### src/rtl/multi_timer_pkg.sv
// Shared definitions for the multi-channel down-counting timer: register
// offsets within a channel window and CTRL/STATUS bit positions.
package multi_timer_pkg;

    typedef enum logic [2:0] {
        REG_RELOAD0  = 3'd0,
        REG_RELOAD1  = 3'd1,
        REG_RELOAD2  = 3'd2,
        REG_RELOAD3  = 3'd3,
        REG_CTRL     = 3'd4,
        REG_STATUS   = 3'd5,
        REG_PRESCALE = 3'd6,
        REG_RSVD     = 3'd7
    } reg_off_e;

    localparam int CTRL_START  = 0;
    localparam int CTRL_STOP   = 1;
    localparam int CTRL_AUTO   = 2;
    localparam int CTRL_IE     = 3;

    localparam int STAT_ACTIVE = 0;
    localparam int STAT_EXP    = 1;

    // Channel-select field width; a single channel still needs a 1-bit signal.
    function automatic int chan_sel_w(input int channels);
        return (channels > 1) ? $clog2(channels) : 1;
    endfunction

endpackage

### src/rtl/multi_timer_if.sv
// 8-bit CPU peripheral bus as seen by multi_timer: select, write strobe,
// address, write/read data and the merged interrupt line.
interface multi_timer_if #(
    parameter int CHANNELS = 2
);
    localparam int ADDR_W = $clog2(CHANNELS) + 3;

    logic              ce;
    logic              wren;
    logic [ADDR_W-1:0] addr;
    logic [7:0]        from_cpu;
    logic [7:0]        to_cpu;
    logic              timer_int;

    modport master (
        output ce, wren, addr, from_cpu,
        input  to_cpu, timer_int
    );

    modport slave (
        input  ce, wren, addr, from_cpu,
        output to_cpu, timer_int
    );

endinterface

### src/rtl/multi_timer_channel.sv
// One timer channel: reload, live count, control bits, sticky expiry flag and,
// with MULTI_TIMER_PRESCALER_EN defined, an 8-bit tick prescaler.
module timer_channel
    import multi_timer_pkg::*;
#(
    parameter int WIDTH      = 24,
    parameter int PRESCALE_W = 8
) (
    input  logic             clk,
    input  logic             rst,
    input  logic [3:0]       wr_reload,
    input  logic             wr_ctrl,
    input  logic             wr_status,
    input  logic             wr_prescale,
    input  logic [7:0]       wdata,
    output logic [WIDTH-1:0] count,
    output logic [7:0]       ctrl_rd,
    output logic [7:0]       status_rd,
    output logic [7:0]       prescale_rd,
    output logic             irq
);

    localparam int NBYTES = WIDTH / 8;

    logic [WIDTH-1:0] reload_q;
    logic [WIDTH-1:0] count_q;
    logic             auto_q;
    logic             ie_q;
    logic             active_q;
    logic             exp_q;
    logic             tick;
    logic             start_ok;
    logic             stop;
    logic             expire;

    // STOP beats START when both strobes arrive together.
    assign stop     = wr_ctrl & wdata[CTRL_STOP];
    assign start_ok = wr_ctrl & wdata[CTRL_START] & ~wdata[CTRL_STOP] & (reload_q != '0);
    assign expire   = tick & ~stop & ~start_ok & (count_q == WIDTH'(1));

`ifdef MULTI_TIMER_PRESCALER_EN
    logic [PRESCALE_W-1:0] presc_q;
    logic [PRESCALE_W-1:0] presc_cnt;

    always_ff @(posedge clk or posedge rst) begin
        if (rst) begin
            presc_q   <= '0;
            presc_cnt <= '0;
        end else begin
            if (wr_prescale) presc_q <= wdata[PRESCALE_W-1:0];
            if (start_ok)
                presc_cnt <= presc_q;
            else if (active_q)
                presc_cnt <= (presc_cnt == '0) ? presc_q : presc_cnt - 1'b1;
        end
    end

    assign tick        = active_q & (presc_cnt == '0);
    assign prescale_rd = 8'(presc_q);
`else
    logic unused_prescale;
    assign unused_prescale = &{1'b0, wr_prescale, PRESCALE_W[0]};
    assign tick        = active_q;
    assign prescale_rd = '0;
`endif

    // Reload bytes beyond WIDTH simply have no storage behind them.
    always_ff @(posedge clk or posedge rst) begin
        if (rst) begin
            reload_q <= '0;
        end else begin
            for (int b = 0; b < NBYTES; b++)
                if (wr_reload[b]) reload_q[8*b +: 8] <= wdata;
        end
    end

    logic unused_wr;
    assign unused_wr = &{1'b0, wr_reload};

    // NOTE: clocked state uses non-blocking assignments only, so every term on
    // the right-hand side is the value from before this edge.
    always_ff @(posedge clk or posedge rst) begin
        if (rst) begin
            count_q  <= '0;
            auto_q   <= 1'b0;
            ie_q     <= 1'b0;
            active_q <= 1'b0;
            exp_q    <= 1'b0;
        end else begin
            if (wr_ctrl) begin
                auto_q <= wdata[CTRL_AUTO];
                ie_q   <= wdata[CTRL_IE];
            end

            if (stop) begin
                active_q <= 1'b0;
            end else if (start_ok) begin
                count_q  <= reload_q;
                active_q <= 1'b1;
            end else if (tick) begin
                if (count_q > WIDTH'(1)) begin
                    count_q <= count_q - 1'b1;
                end else if (count_q == WIDTH'(1)) begin
                    if (auto_q) begin
                        count_q <= reload_q;
                    end else begin
                        count_q  <= '0;
                        active_q <= 1'b0;
                    end
                end
            end

            // An expiry on the same edge as a software clear keeps the flag.
            if (expire)
                exp_q <= 1'b1;
            else if (wr_status && wdata[STAT_EXP])
                exp_q <= 1'b0;
        end
    end

    assign count     = count_q;
    assign ctrl_rd   = {4'b0000, ie_q, auto_q, 2'b00};
    assign status_rd = {6'b000000, exp_q, active_q};
    assign irq       = exp_q & ie_q;

endmodule

### src/rtl/multi_timer.sv
// Multi-channel timer top: bus decode, registered read mux and interrupt OR.
// Prescalers exist only when MULTI_TIMER_PRESCALER_EN is defined.
module multi_timer
    import multi_timer_pkg::*;
#(
    parameter int CHANNELS   = 2,
    parameter int WIDTH      = 24,
    parameter int PRESCALE_W = 8
) (
    input logic         clk,
    input logic         rst,
    multi_timer_if.slave bus
);

    localparam int ADDR_W = $clog2(CHANNELS) + 3;
    localparam int CH_W   = chan_sel_w(CHANNELS);

    logic [CH_W-1:0]  ch_sel;
    reg_off_e         reg_off;
    logic             wr_any;
    logic [WIDTH-1:0] count_arr  [CHANNELS];
    logic [7:0]       ctrl_arr   [CHANNELS];
    logic [7:0]       status_arr [CHANNELS];
    logic [7:0]       presc_arr  [CHANNELS];
    logic [CHANNELS-1:0] irq;
    logic [31:0]      cnt32;
    logic [7:0]       rd_data;
    logic [7:0]       to_cpu_q;

    generate
        if (CHANNELS > 1) begin : g_sel
            assign ch_sel = bus.addr[ADDR_W-1:3];
        end else begin : g_nosel
            assign ch_sel = '0;
        end
    endgenerate

    assign reg_off = reg_off_e'(bus.addr[2:0]);
    assign wr_any  = bus.ce & bus.wren;

    for (genvar i = 0; i < CHANNELS; i++) begin : g_ch
        logic       hit;
        logic [3:0] wr_reload;

        assign hit       = wr_any && (ch_sel == CH_W'(i));
        assign wr_reload = (hit && !bus.addr[2]) ? (4'b0001 << bus.addr[1:0]) : 4'b0000;

        timer_channel #(
            .WIDTH      (WIDTH),
            .PRESCALE_W (PRESCALE_W)
        ) u_ch (
            .clk         (clk),
            .rst         (rst),
            .wr_reload   (wr_reload),
            .wr_ctrl     (hit && reg_off == REG_CTRL),
            .wr_status   (hit && reg_off == REG_STATUS),
            .wr_prescale (hit && reg_off == REG_PRESCALE),
            .wdata       (bus.from_cpu),
            .count       (count_arr[i]),
            .ctrl_rd     (ctrl_arr[i]),
            .status_rd   (status_arr[i]),
            .prescale_rd (presc_arr[i]),
            .irq         (irq[i])
        );
    end

    // NOTE: rd_data gets a default before the case so no path can leave it
    // unassigned and infer a latch.
    always_comb begin
        rd_data = '0;
        cnt32   = 32'(count_arr[ch_sel]);
        case (reg_off)
            REG_RELOAD0, REG_RELOAD1,
            REG_RELOAD2, REG_RELOAD3: rd_data = cnt32[{bus.addr[1:0], 3'b000} +: 8];
            REG_CTRL:                 rd_data = ctrl_arr[ch_sel];
            REG_STATUS:               rd_data = status_arr[ch_sel];
            REG_PRESCALE:             rd_data = presc_arr[ch_sel];
            default:                  rd_data = '0;
        endcase
    end

    always_ff @(posedge clk or posedge rst) begin
        if (rst)
            to_cpu_q <= '0;
        else if (bus.ce)
            to_cpu_q <= rd_data;
    end

    assign bus.to_cpu    = to_cpu_q;
    assign bus.timer_int = |irq;

endmodule
### src/flat_wrapper.sv
// flat-port wrapper written by rule: the top's interface ports become plain ports
module multi_timer_flat import multi_timer_pkg::*;
#(
    parameter int CHANNELS   = 2,
    parameter int WIDTH      = 24,
    parameter int PRESCALE_W = 8
)
  (clk, rst, bus_ce, bus_wren, bus_addr, bus_from_cpu, bus_to_cpu, bus_timer_int);
  multi_timer_if #(.CHANNELS(CHANNELS)) bus_i ();
  input logic clk;
  input logic rst;
  input wire logic [$bits(bus_i.ce)-1:0] bus_ce;
  input wire logic [$bits(bus_i.wren)-1:0] bus_wren;
  input wire logic [$bits(bus_i.addr)-1:0] bus_addr;
  input wire logic [$bits(bus_i.from_cpu)-1:0] bus_from_cpu;
  output wire logic [$bits(bus_i.to_cpu)-1:0] bus_to_cpu;
  output wire logic [$bits(bus_i.timer_int)-1:0] bus_timer_int;
  assign bus_i.ce = bus_ce;
  assign bus_i.wren = bus_wren;
  assign bus_i.addr = bus_addr;
  assign bus_i.from_cpu = bus_from_cpu;
  assign bus_to_cpu = bus_i.to_cpu;
  assign bus_timer_int = bus_i.timer_int;
  multi_timer #(.CHANNELS(CHANNELS), .WIDTH(WIDTH), .PRESCALE_W(PRESCALE_W)) u_core (.clk(clk), .rst(rst), .bus(bus_i));
endmodule
### config.mk
export PLATFORM = sky130hd
export DESIGN_NAME = multi_timer_flat
export DESIGN_NICKNAME = d
export VERILOG_FILES = /design/src/rtl/multi_timer_pkg.sv /design/src/rtl/multi_timer_if.sv /design/src/rtl/multi_timer_channel.sv /design/src/rtl/multi_timer.sv /design/src/flat_wrapper.sv
export SDC_FILE = /design/constraint.sdc
export NUM_CORES = 1
export LEC_CHECK = 0
export BUFFER_PORTS_ARGS = -buffer_cell sky130_fd_sc_hd__buf_4
export CAP_MARGIN = 5
export CORE_ASPECT_RATIO = 0.6
export CORE_MARGIN = 3
export CORE_UTILIZATION = 53
export DETAILED_ROUTE_END_ITERATION = 16
export MAX_ROUTING_LAYER = met4
export PLACE_DENSITY_LB_ADDON = 0.25
export SYNTH_ARGS = -nofsm -noshare
export SYNTH_HDL_FRONTEND = slang
export SYNTH_SLANG_ARGS = --single-unit
export TNS_END_PERCENT = 30
### constraint.sdc
create_clock -name clk -period 7.3 [get_ports clk]
set_input_delay 0.73 -clock clk [delete_from_list [all_inputs] [get_ports clk]]
set_output_delay 0.73 -clock clk [all_outputs]
set_load 0.05 [all_outputs]
### Word-level counts from Yosys, hierarchy flattened

Cells that the tools add are included.

* register bits after elaboration: 112
* bits of input ports: 16

* $add $sub $neg: 2
* $lt $le $gt $ge: 3
* equal/unequal tests: 8
* shifts and indexed selects: 2
* multiplexer cells: 40
* bitwise operators: 24
* reductions and logical operators: 24

Operators with widths (number)
* 24-bit 2-to-1 mux: 13
* 24-bit by 1-bit == test with 1-bit output (second input constant): 2
* 24-bit by 1-bit greater-than comparator with 1-bit output (second input constant): 2
* 8-bit 2-to-1 mux: 6
* 24-bit nonzero test: 2
* 24-bit by 1-bit subtractor with 24-bit output (second input constant): 2
* 8-bit one-hot mux with 4 select lines: 1
* 32-bit by 6-bit indexed part select with 8-bit output: 1
* 1-bit bitwise AND: 17
* 1-bit 2-to-1 mux: 16
* 1-bit logical AND: 10
* 3-bit == test (second input constant): 3
* 2-bit nonzero test: 4
* 3-bit by 2-bit == test with 1-bit output (second input constant): 2
* 3-bit 2-to-1 mux: 2
* 1-bit NOT: 6
* 3-bit AND reduction: 2
* 3-bit nonzero test: 2
* 4-bit 2-to-1 mux: 1
* 4-bit OR reduction: 1
* 3-bit by 1-bit == test with 1-bit output (second input constant): 1
* 3-bit logical NOT: 1
* 1-bit by 2-bit << shifter with 3-bit output (first input constant): 1
* 2-bit greater-or-equal comparator (second input constant): 1
* other kinds (4): 4

### Depth between registers and ports, before layout

* word-level depth: 10
* gate-level depth with buffers: 10
* depth with buffers taken out: 8

### Cells and area by module

A second synthesis with hierarchy kept.

* cell total of the unflattened synthesis: 736
* area, all modules: 7051.8 sq um

By module, submodules not included
* timer_channel: instances 2, cells an instance 290, area each 2887.8 sq um, seq. area each 1301.2 sq um
* multi_timer: instances 1, cells an instance 156, area each 1276.2 sq um, seq. area each 200.2 sq um

### Worst setup path before layout

Ideal clock, no wire load.

* path kind: input to register
* start: input port bus_addr[3]
* end: register u_core.g_ch[1].u_ch.reload_q[0]
* data arrival time: 2.516 ns
* required time: 7.175 ns
* slack: 4.659 ns
* stages on the path: 5
* path through: clkbuf_1 > clkbuf_1 > buf_1 > nand4_1 > mux2_2

* longest elaborated chain between the ends: 3

Ends and longest elaborated chain
* from (decl): line flat_wrapper.sv:14 `input wire logic [$bits(bus_i.addr)-1:0] bus_addr;`
* 1-bit logical AND: line multi_timer.sv:45 `assign hit = wr_any && (ch_sel == CH_W'(i));`
* 1-bit logical AND: line multi_timer.sv:46 `assign wr_reload = (hit && !bus.addr[2]) ? (4'b0001 << bus.addr[1:0]) : 4'b0000;`
* 3-bit 2-to-1 mux: line multi_timer.sv:46
* to (signal, indexed assignment): line multi_timer_channel.sv:73 `if (wr_reload[b]) reload_q[8*b +: 8] <= wdata;`
* to (decl): line multi_timer_channel.sv:25 `logic [WIDTH-1:0] reload_q;`

No other way between the ends.
A chain may end at the register's enable or synchronous reset.

### Worst setup path in the final report

* start: register u_core.g_ch[1].u_ch.count_q[4]
* end: register u_core.g_ch[1].u_ch.count_q[10]

* longest elaborated chain between the ends: 4
* elaborated cells between the ends (all ways): 8
* those cells by class: 1 x add/sub; 1 x order compare; 1 x eq/ne; 3 x mux; 2 x reduce/logical

Ends and longest elaborated chain
* from (decl): line multi_timer_channel.sv:26 `logic [WIDTH-1:0] count_q;`
* from (signal assigned): line multi_timer_channel.sv:98 `count_q <= reload_q;`
* from (signal assigned): line multi_timer_channel.sv:102 `count_q <= count_q - 1'b1;`
* from (signal assigned): line multi_timer_channel.sv:105 `count_q <= reload_q;`
* 24-bit by 1-bit subtractor with 24-bit output / 24-bit by 1-bit greater-than comparator with 1-bit output (equally long branches): line multi_timer_channel.sv:102, multi_timer_channel.sv:101
* 24-bit 2-to-1 mux: line multi_timer_channel.sv:101 `if (count_q > WIDTH'(1)) begin`
* 24-bit 2-to-1 mux: line multi_timer_channel.sv:100 `end else if (tick) begin`
* 24-bit 2-to-1 mux: line multi_timer_channel.sv:97 `end else if (start_ok) begin`

Several ways; a longest one is shown, not always the timed one. The select of a mux whose other input is x is not followed.

==> impl_metrics.json <==
{
  "status": "finished, final reports clean",
  "area_growth_pct": 8.91,
  "cts.sink_count": 112,
  "switching_power_uw": 926,
  "overflow": 0,
  "cts.repair_timing.setup_buffer_count": 0,
  "cts_tree": "yes",
  "ys_seq_elements": 112,
  "synth.yosys.warnings": 0,
  "fmaxAchievable_ghz": 0.284,
  "ys_types": 74,
  "place_congestion": 1.05,
  "setup.worst_path.start_class": "flop",
  "design.die.area_sq_mm": 0.0136,
  "final_routed_wirelength_um": 22800,
  "dr.first_iter.drc_count": 821,
  "path_clk_slew_ns": 0.09,
  "layout.cells.most_common": "sky130_fd_sc_hd__dfrtp_1",
  "detailroute.via_count": 5892,
  "layout_skew_ns": 0.0148,
  "seq_power_share_pct": 45.9,
  "most-common-layout-cells": "112 x sky130_fd_sc_hd__dfrtp_1, 58 x sky130_fd_sc_hd__mux2_2, 49 x sky130_fd_sc_hd__o21ai_0",
  "final_max_slew_viol_count": 0,
  "power.combinational.fraction_pct": 30.9,
  "detail_route.first_pass.iterations": 6,
  "latest_clock_arrival_within_the_worst_skew_pair_ns": 0.36,
  "grt_start_max_net_pins": 83,
  "grt.total_usage_pct": 34.6,
  "syn_inst": 647,
  "setup_total_negative_slack_ns": 0,
  "synth.avg_cell_area_sq_um": 9.98,
  "root_buffer": "sky130_fd_sc_hd__clkbuf_16",
  "io_pins": 25,
  "antenna_found_initial": 1,
  "postSynth.asyncResetShare_pct": 100,
  "fin_crit_sh_pct": 48.2,
  "cp_slowest_cell": "sky130_fd_sc_hd__o31ai_4",
  "power-per-cell-area_mw_per_mm2": 313,
  "p_sw_share_pct": 42.0,
  "global_route_wire_length_before_repair_um": 34000,
  "lkg_pwr_nw": 2.90,
  "via_cell_ratio": 7.19,
  "fin_crit_ns": 3.52,
  "drv_cap": 0,
  "cpPeakStageDelay_ns": 0.88,
  "core_area_sq_mm": 0.0116,
  "route.detailed.drc": 0,
  "floorplan.die.height_um": 91.5,
  "finish.net_count": 673,
  "worst_pin_slew_ns": 1.10,
  "fin_hold_ws_ns": 0.353,
  "report.final.hold_viol_count": 0,
  "cts_resized": 0,
  "start_util_pct": 55.7,
  "drt-wirelength-per-cell_um": 27.8,
  "ant_nets": 0,
  "tritoncts.num_buffers": 9,
  "rows": 30,
  "critical_path.cell_chain": "nor4_2 -> nand4_2 -> o31ai_4 -> o21ai_2 -> a221oi_1 -> nor2_1",
  "required_worst_endpoint_ns": 7.54,
  "cts_max_path_buffers": 2,
  "dp_hpwl_um": 17200,
  "setup_viol_count_final": 0,
  "finalInstanceArea_sq_mm": 0.00704,
  "layout-drive-gt1-share_pct": 19.6,
  "synth-seq-area-share_pct": 43.4,
  "cts_max_level": 3,
  "horizontal_die_dimension_um": 149,
  "worst_setup_path_end_kind": "flop",
  "rsz0062_at_grt": "false",
  "worst_hold_class": "input pin to async pin",
  "synth_edf_count": 0,
  "max-vdd-ir-drop_v": 0.000213,
  "grt_pass1_vias": 5306,
  "place_area_sq_mm": 0.00673,
  "netlist_area_sq_mm": 0.00646,
  "share_clk_of_total_power_pct": 23.2,
  "port-buffer-count": 24,
  "intPower_mw": 1.28,
  "ys_dominant_reg_cell": "sky130_fd_sc_hd__dfrtp_1",
  "worstPathMaxFanout": 18,
  "syn-num-nets": 667,
  "worst_r2r_path_depth": 6,
  "path_class": "flop to flop",
  "cts_hold_buffers_added": 0,
  "timing.max_slew.rel_slack_pct": 26.6,
  "critical_path_at_ns": 3.76
}
-- final cells by class --
type / count / area, sq um
inverters: 17 / 66.3
repair buffers: 32 / 240
multi-input cells: 481 / 3420
well taps: 160 / 200
clock buffers: 9 / 225
diodes: 1 / 2.50
clock inverters: 7 / 82.6
flip-flops and latches: 112 / 2800
fillers: 962 / 4560
-- cells by family (layout without fill, tap and decap cells) --
kind of cell	Yosys count	in the layout	share of synthesized area (%)
buffers and inverters	54	65	3.74
adder cells (fa/ha/maj)	4	4	0.775
flip-flops	112	112	43.4
multiplexers	79	79	13.6
AO/OA/AOI/OAI	182	182	20.1
other	0	1	0
AND/OR/NAND/NOR	216	216	18.4
-- path summary, 6_finish.rpt --
check                           slack [ns]                         start                               end
worst max register to register        3.78  u_core.g_ch[1].u_ch.count[4]     u_core.g_ch[1].u_ch.count[10]
worst min-delay path                  0.35                           rst  u_core.g_ch[1].u_ch.reload_q[14]
worst max-delay path                  3.78  u_core.g_ch[1].u_ch.count[4]     u_core.g_ch[1].u_ch.count[10]
max in group asynchronous             5.53                           rst     u_core.g_ch[0].u_ch.count[11]
worst min register to register        0.52          u_core.bus.to_cpu[6]              u_core.bus.to_cpu[6]
min in group clk                      0.52          u_core.bus.to_cpu[6]              u_core.bus.to_cpu[6]
-- registers in the layout, indices dropped and copies added (netlist names) --
register                   cells
u_core.g_ch.u_ch.count        48
u_core.bus.to_cpu              8
u_core.g_ch.u_ch.exp_q         2
u_core.g_ch.u_ch.reload_q     48
u_core.g_ch.u_ch.ie_q          2
u_core.g_ch.u_ch.auto_q        2
u_core.g_ch.u_ch.active_q      2
-- Yosys cell counts, types with 3 or more instances --
master / n / area, sq um
sky130_fd_sc_hd__dfrtp_1: 112 / 2800
sky130_fd_sc_hd__mux2_2: 58 / 653
sky130_fd_sc_hd__o21ai_0: 49 / 245
sky130_fd_sc_hd__nor2_1: 44 / 165
sky130_fd_sc_hd__nand2_1: 39 / 146
sky130_fd_sc_hd__nor4_1: 28 / 175
sky130_fd_sc_hd__a21oi_1: 24 / 120
sky130_fd_sc_hd__nor3_1: 24 / 120
sky130_fd_sc_hd__nand3_1: 22 / 110
sky130_fd_sc_hd__clkbuf_1: 21 / 78.8
sky130_fd_sc_hd__mux2i_1: 20 / 200
sky130_fd_sc_hd__inv_1: 17 / 63.8
sky130_fd_sc_hd__a32oi_1: 14 / 123
sky130_fd_sc_hd__o2bb2ai_1: 11 / 96.3
sky130_fd_sc_hd__a221oi_1: 10 / 87.6
sky130_fd_sc_hd__a22oi_1: 9 / 67.6
sky130_fd_sc_hd__buf_2: 9 / 45.0
sky130_fd_sc_hd__or4_1: 9 / 67.6
sky130_fd_sc_hd__o31ai_1: 8 / 60.1
sky130_fd_sc_hd__nand4_1: 7 / 43.8
sky130_fd_sc_hd__or2_2: 6 / 37.5
sky130_fd_sc_hd__a221o_1: 5 / 50.1
sky130_fd_sc_hd__nor2b_1: 5 / 31.3
sky130_fd_sc_hd__o211ai_1: 5 / 37.5
sky130_fd_sc_hd__a21o_1: 4 / 30.0
sky130_fd_sc_hd__a31oi_1: 4 / 25.0
sky130_fd_sc_hd__ha_1: 4 / 50.1
sky130_fd_sc_hd__o22ai_1: 4 / 25.0
sky130_fd_sc_hd__o311a_1: 4 / 40.0
sky130_fd_sc_hd__a22o_1: 3 / 26.3
sky130_fd_sc_hd__a2bb2oi_1: 3 / 26.3
sky130_fd_sc_hd__and2_1: 3 / 18.8
sky130_fd_sc_hd__and3_1: 3 / 18.8
sky130_fd_sc_hd__and4_1: 3 / 26.3
sky130_fd_sc_hd__buf_6: 3 / 33.8
sky130_fd_sc_hd__nand3b_1: 3 / 22.5
sky130_fd_sc_hd__nor4_2: 3 / 37.5
-- stage by stage --
stage / power (mW) / cells / utilization, % / setup slack, ns
CTS: 2.17 / 818 / 60.6 / 3.91
floorplan: 1.39 / 647 / - / 3.61
global route: 2.29 / 819 / 60.7 / 3.63
finish: 2.21 / 819 / 60.7 / 3.78
global placement: 1.64 / 802 / 58.0 / 3.95
detailed placement: 1.66 / 802 / 58.0 / 3.73
-- metal layers --
| layer | global-route usage, % | wire length [um] | share of wire, % |
|---|---|---|---|
| met1 | 54.4 | 10600 | 47 |
| met2 | 39.3 | 8250 | 36 |
| met3 | 16.8 | 3730 | 16 |
| met4 | 4.92 | 204 | 0.90 |
| met5 | - | 0 | 0 |
-- power by group through the flow --
stage                     clock, mW  combinational (mW)  sequential, mW
after detailed placement          0               0.657            1.00
after global routing          0.542               0.730            1.02
final                         0.512               0.681            1.01
after floorplan                   0               0.489           0.896
after global placement            0               0.645           0.999
after CTS                     0.518               0.660           0.991
-- worst max-delay path, delay by kind of cell, from the launching register on --
kind	cells	cell delay, ns
AOI/OAI and AO/OA	3	1.71
and+or+nand+nor	3	1.18
DFF	1	0.50
No activity file was read; power rests on OpenSTA's default activity.
